`config.mk`:
```
export PLATFORM = sky130hd
export DESIGN_NAME = life_cell_gen
export DESIGN_NICKNAME = d
export VERILOG_FILES = /design/src/rtl/life_cell_gen.sv
export SDC_FILE = /design/constraint.sdc
export NUM_CORES = 1
export LEC_CHECK = 0
export ABC_AREA = 0
export CAP_MARGIN = 0
export CORE_MARGIN = 5
export CORE_UTILIZATION = 35
export DETAILED_ROUTE_END_ITERATION = 10
export GPL_TIMING_DRIVEN = 0
export PLACE_DENSITY_LB_ADDON = 0.12
export SLEW_MARGIN = 20
export SYNTH_ARGS = -nofsm -noshare
export SYNTH_HDL_FRONTEND = slang
export SYNTH_SLANG_ARGS = --single-unit
```
`constraint.sdc`:
```
create_clock -name clk -period 8.6 [get_ports clk]
set_clock_uncertainty 0.1 [all_clocks]
set_input_delay 0.86 -clock clk [delete_from_list [all_inputs] [get_ports clk]]
set_output_delay 0.86 -clock clk [all_outputs]
set_load 0.01 [all_outputs]
```
`src/rtl/life_cell_gen.sv`:
```
// life_cell_gen: one Game-of-Life site with runtime B/S rule masks,
// optional Generations refractory states and an optional age counter.
//
// Ports:
//   clk          rising-edge clock
//   rst          asynchronous reset, active low
//   ena          advance one generation
//   load         synchronous load of state_0 (wins over ena)
//   state_0      load value: 1 alive, 0 dead
//   neighbors    alive flags of the neighbour cells
//   birth_mask   bit k: dead cell with k live neighbours is born
//   survive_mask bit k: alive cell with k live neighbours survives
//   state_q      registered cell state (0 dead, 1 alive, >=2 refractory)
//   alive        state_q == 1
//   state_d      combinational next state assuming ena (debug)
//   born         registered pulse on a 0->1 step
//   died         registered pulse on a 1->non-1 step
//   age          generations survived since birth
//
// Build option: define LIFE_CELL_AGE_EN to build the age counter;
// otherwise age is tied to zero.

module life_cell_gen #(
    parameter int N_NEIGHBORS = 8,
    parameter int N_STATES    = 2,
    parameter int AGE_W       = 8,
    localparam int CW = $clog2(N_NEIGHBORS + 1),
    localparam int SW = (N_STATES > 2) ? $clog2(N_STATES) : 1
) (
    input  logic                   clk,
    input  logic                   rst,
    input  logic                   ena,
    input  logic                   load,
    input  logic                   state_0,
    input  logic [N_NEIGHBORS-1:0] neighbors,
    input  logic [N_NEIGHBORS:0]   birth_mask,
    input  logic [N_NEIGHBORS:0]   survive_mask,
    output logic [SW-1:0]          state_q,
    output logic                   alive,
    output logic [SW-1:0]          state_d,
    output logic                   born,
    output logic                   died,
    output logic [AGE_W-1:0]       age
);

    localparam logic [SW-1:0] S_DEAD  = SW'(0);
    localparam logic [SW-1:0] S_ALIVE = SW'(1);
    localparam logic [SW-1:0] S_REFR  = SW'(2);
    localparam logic [SW-1:0] S_LAST  = SW'(N_STATES - 1);

    logic [SW-1:0] r_state;
    logic          r_born;
    logic          r_died;
    logic [CW-1:0] w_count;
    logic [SW-1:0] w_state_d;
    logic          w_born_ev;
    logic          w_died_ev;

    // Population count of the live neighbours.
    always_comb begin
        w_count = '0;
        for (int i = 0; i < N_NEIGHBORS; i++) begin
            w_count = w_count + CW'(neighbors[i]);
        end
    end

    // Next-state rule. Refractory states ignore neighbours and
    // march towards dead; anything at or past the last state wraps.
    always_comb begin
        w_state_d = S_DEAD;
        if (r_state == S_DEAD) begin
            w_state_d = birth_mask[w_count] ? S_ALIVE : S_DEAD;
        end else if (r_state == S_ALIVE) begin
            if (survive_mask[w_count]) begin
                w_state_d = S_ALIVE;
            end else if (N_STATES == 2) begin
                w_state_d = S_DEAD;
            end else begin
                w_state_d = S_REFR;
            end
        end else if (r_state >= S_LAST) begin
            w_state_d = S_DEAD;
        end else begin
            w_state_d = r_state + S_ALIVE;
        end
    end

    assign w_born_ev = (r_state == S_DEAD) && (w_state_d == S_ALIVE);
    assign w_died_ev = (r_state == S_ALIVE) && (w_state_d != S_ALIVE);

    always_ff @(posedge clk or negedge rst) begin
        if (!rst) begin
            r_state <= S_DEAD;
            r_born  <= 1'b0;
            r_died  <= 1'b0;
        end else if (load) begin
            r_state <= state_0 ? S_ALIVE : S_DEAD;
            r_born  <= 1'b0;
            r_died  <= 1'b0;
        end else if (ena) begin
            r_state <= w_state_d;
            r_born  <= w_born_ev;
            r_died  <= w_died_ev;
        end else begin
            r_born  <= 1'b0;
            r_died  <= 1'b0;
        end
    end

`ifdef LIFE_CELL_AGE_EN
    logic [AGE_W-1:0] r_age;

    // Only an alive->alive step counts; birth, death and every
    // non-alive step leave the counter at zero.
    always_ff @(posedge clk or negedge rst) begin
        if (!rst) begin
            r_age <= '0;
        end else if (load) begin
            r_age <= '0;
        end else if (ena) begin
            if (r_state == S_ALIVE && w_state_d == S_ALIVE) begin
                if (r_age != {AGE_W{1'b1}}) begin
                    r_age <= r_age + AGE_W'(1);
                end
            end else begin
                r_age <= '0;
            end
        end
    end

    assign age = r_age;
`else
    assign age = '0;
`endif

    assign state_q = r_state;
    assign alive   = (r_state == S_ALIVE);
    assign state_d = w_state_d;
    assign born    = r_born;
    assign died    = r_died;

endmodule

```
=== Yosys cells after proc, flatten, opt, wreduce, memory -nomap -nowiden ===
Cells that the tools add are included.

* Reduce and logical (&&, ||, !) cells: 3
* $mul: 0
* $lt $le $gt $ge: 1
* Eq/ne operators: 0
* Mux-type cells: 14
* Add/sub/neg operators: 7
* Divide/modulo/power cells: 0
* Shifts and indexed selects: 0
* Bitwise logic cells: 2

{| class="wikitable"
|+ Operators with widths
! kind !! count
|-
| 4-bit by 1-bit adder with 4-bit output || 4
|-
| 1-bit two-way mux || 12
|-
| 1-bit binary-select mux with 4-bit select || 2
|-
| 4-bit by 5-bit < comparator with 1-bit output (second input constant) || 1
|-
| 3-bit by 1-bit adder with 4-bit output || 1
|-
| 2-bit by 1-bit adder with 3-bit output || 1
|-
| 1-bit by 1-bit adder with 2-bit output || 1
|-
| 1-bit logical AND || 2
|-
| 1-bit inverter || 2
|-
| 2-bit nonzero test || 1
|}

* Memory bits (read-only): 0
* Input port bits: 31
* Word-level logic and storage cells: 30
* Memories kept: 0
* Latch bits: 0
* RAM bits: 0
* Register bits after elaboration: 3

=== Logic depth before layout (Yosys ltp) ===
* Depth in word-level cells: 15
* Depth in mapped cells: 12
* Mapped depth without buffers: 12

=== Worst setup path before layout ===
No wires, ideal clock.

* Kind: input to output
* From: in neighbors[0]
* To: out state_d
* Stages on the path: 12
* Data arrival time: 4.042 ns
* Required time: 7.640 ns
* Buffers on the path: 0
* Slack: 3.598 ns
* Cell sequence: inv_1 -> fa_1 -> fa_1 -> fa_1 -> inv_1 -> ha_1 -> fa_1 -> mux4_1 -> mux2i_1 -> nor2_1 -> a211o_1 -> and2_1

* Word-level cells in the longest chain between the ends: 11
* Elaborated cells on any way between the ends: 14

{| class="wikitable"
|+ Ends and longest elaborated chain
! what !! line !! text
|-
| start, declared || 35 || <nowiki>input logic [N_NEIGHBORS-1:0] neighbors,</nowiki>
|-
| 1-bit by 1-bit adder with 2-bit output (*) || 63 || <nowiki>w_count = w_count + CW'(neighbors[i]);</nowiki>
|-
| 2-bit by 1-bit adder with 3-bit output (*) || 63 ||
|-
| 3-bit by 1-bit adder with 4-bit output (*) || 63 ||
|-
| 4-bit by 1-bit adder with 4-bit output (*) (4 in series) || 63 ||
|-
| 1-bit binary-select mux with 4-bit select (on tied branches) || 72, 74 ||
|-
| 1-bit two-way mux (on tied branches) (2 in series) || 72, 74 ||
|-
| 1-bit two-way mux (*) || 71 || <nowiki>if (r_state == S_DEAD) begin</nowiki>
|-
| end, declared || 40 || <nowiki>output logic [SW-1:0] state_d,</nowiki>
|}

Every way passes the cells marked *; elsewhere a longest branch is shown, timed or not. The select of a mux whose other input is x is not followed.

=== Final worst setup path ===
Ends and elaborated chain as after synthesis.

==> summary.txt <==
Hold Crit Class: reg -> reg
achievable frequency: 0.163 GHz
core area: 0.00152 mm²
post-route DRC violation count: 0
final core utilization: 0.649
first-pass GRT wire length: 2.13 mm
# diodes: 0
Seq/Total Area, Yosys: 0.132
worst skew pair latency: 230 ps
worst path required time: 7640 ps
HPWL after detailed placement: 1.22 mm
Vias/cell: 4.33
clock root buffer: clkbuf_4
area grow syn2layout: 74.6%
Sink Count: 3
postcts setup bufs: 0
Synth Register Bits: 3
post-synth top area cell: mux4_1
clk slew on worst S/H paths: 40 ps
total power: 160 µW
IO Pins: 44
initial antenna violation count: 0
peak supply drop: 0.0000633 V
cts hold-fix bufs: 0
H-tree depth: 1
Max Cap Viol: 0
Initial Utilization: 0.372
synthesized instance count: 58
final RePlAce weighted congestion: 0.672
initial detailed-routing violation count: 6
Final ANT Viol Nets: 0
CP Capture Type: output port
die width: 50.2 µm
final setup vio count: 0
Synth top area share: 0.185
CP Max Fanout: 5
Site Rows: 14
RSZ-0062 raised after global routing: no
GRT Total Usage: 0.109
vias in the first global route: 529
number of warnings issued by yosys: 0
CP Class: in -> out
die height: 50.2 µm
total number of vias: 519
Final Critical Period: 6120 ps
CP Launch Type: input pin
grt ovf: 0
max-slew violations: 0
TritonRoute pass-1 iters: 4
Leak: 0.490 nW
nets@finish: 143
post-CTS sizing: 0
Syn Area/Cell: 9.77 µm²
Syn Std Cell Area: 567 µm²
Synth area leaders: mux4_1 (19%), fa_1 (14%), dfrtp_1 (13%)
outcome: completed
Avg WL per Cell: 11.0 µm
CTS buffer count: 3
setup TNS: 0 ps
Yosys cell types: 22
largest net degree at the start of global routing: 7
Hold Fails Final Rpt: 0
crit share post-route: 0.711
port buffer count: 35
maximum buffer depth of the clock tree: 2
PD cells: 161 mW/mm²
Critical Path AT: 5160 ps
Routed WL: 1.32 mm
CTS tree: built
share of cells above drive strength 1: 0.135
die area: 0.00252 mm²
[final timing paths]
kind                              startpoint  endpoint  slack [ps]  depth (start not counted)
worst max-delay path            neighbors[0]   state_d        2480                         14
worst min-delay path                   alive      born         470                          1
worst max register to register         alive     alive        7270                          3
worst min register to register         alive      born         470                          1
max in group asynchronous                rst      born        7550                          1
min in group asynchronous                rst      died         710                          1
[sequential cells by signal (all words and copies together) (netlist names)]
register / count
alive: 1
born: 1
died: 1
[cell usage in the layout (no fill, tap or decap)]
master / synthesis / routed
clkdlybuf4s50_1: 0 / 35
inv_1: 13 / 13
buf_4: 9 / 9
conb_1: 1 / 8
nor2_1: 5 / 5
mux4_1: 4 / 4
fa_1: 4 / 4
ha_1: 3 / 3
dfrtp_1: 3 / 3
clkbuf_4: 0 / 3
a21oi_1: 2 / 2
mux2i_1: 2 / 2
buf_6: 1 / 1
nand4b_1: 1 / 1
xnor2_2: 1 / 1
nor2b_1: 1 / 1
o221ai_1: 1 / 1
and3_1: 1 / 1
a211o_1: 1 / 1
and2_1: 1 / 1
nand2b_1: 1 / 1
nor3_1: 1 / 1
or2_1: 1 / 1
a32o_1: 1 / 1
clkbuf_1: 0 / 1
[layout make-up]
cell class                 count  area, µm²
tap                           16       20.0
fill                         140        534
buffer                        10       78.8
sequential                     3       75.1
timing repair buffer          35        350
inverter                      13       48.8
multi-input combinational     39        390
clock buffer                   4       26.3
[Yosys cell counts (all sizes together)]
cell type / instances
inv: 13
mux4: 4
and2: 1
conb: 1
dfrtp: 3
fa: 4
nand4b: 1
a211o: 1
xnor2: 1
nor2: 5
o221ai: 1
buf: 10
nand2b: 1
or2: 1
and3: 1
a21oi: 2
a32o: 1
mux2i: 2
ha: 3
nor3: 1
nor2b: 1
[critical path: stages]
cell and delay [ps]:
clkdlybuf4s50_1 450, inv_1 50, fa_1 550, fa_1 430, fa_1 500, inv_1 50, ha_1 200, fa_1 600
mux4_1 330, mux2i_1 140, nor2_1 70, a211o_1 290, and2_1 160, clkdlybuf4s50_1 470
[stage by stage]
| stage | cell area, µm² | cells | hold WS [ps] | worst slack, ps |
|---|---|---|---|---|
| detailed placement | 963 | 116 | 464 | 2460 |
| global placement | 963 | 116 | 458 | 2520 |
| floorplan | 593 | 65 | 450 | 3600 |
| global route | 990 | 120 | 493 | 2230 |
| CTS | 990 | 120 | 473 | 2450 |
| finish | 990 | 120 | 467 | 2480 |
[power by group]
group | leakage [nW] | switching [mW] | total [mW] | internal (mW)
Combinational | 0.435 | 0.0450 | 0.116 | 0.0706
Clock | 0.0150 | 0.00715 | 0.0245 | 0.0174
Sequential | 0.0396 | 0.00268 | 0.0195 | 0.0168
Total | 0.490 | 0.0548 | 0.160 | 0.105
[per-layer routing]
| layer | up-vias | share of wire | GRT usage |
|---|---|---|---|
| met2 | 26 | 0.56 | 0.222 |
| met3 | 0 | 0.093 | 0.0207 |
| met4 | 0 | 0 | 0.0393 |
| met1 | 221 | 0.35 | 0.105 |
| li1 | 272 | - | - |
| met5 | - | 0 | 0 |
[kinds of logic after synthesis]
family | count (synthesis) | share of synthesized area
xor gates and xnor gates | 1 | 0.0287
and+or+nand+nor | 12 | 0.113
other | 1 | 0.00662
buffers and inverters | 23 | 0.225
DFF | 3 | 0.132
AOI/OAI and AO/OA | 5 | 0.0662
adders and majority gates | 7 | 0.208
muxes | 6 | 0.221
Note: power is estimated with default switching activity, not from simulation.
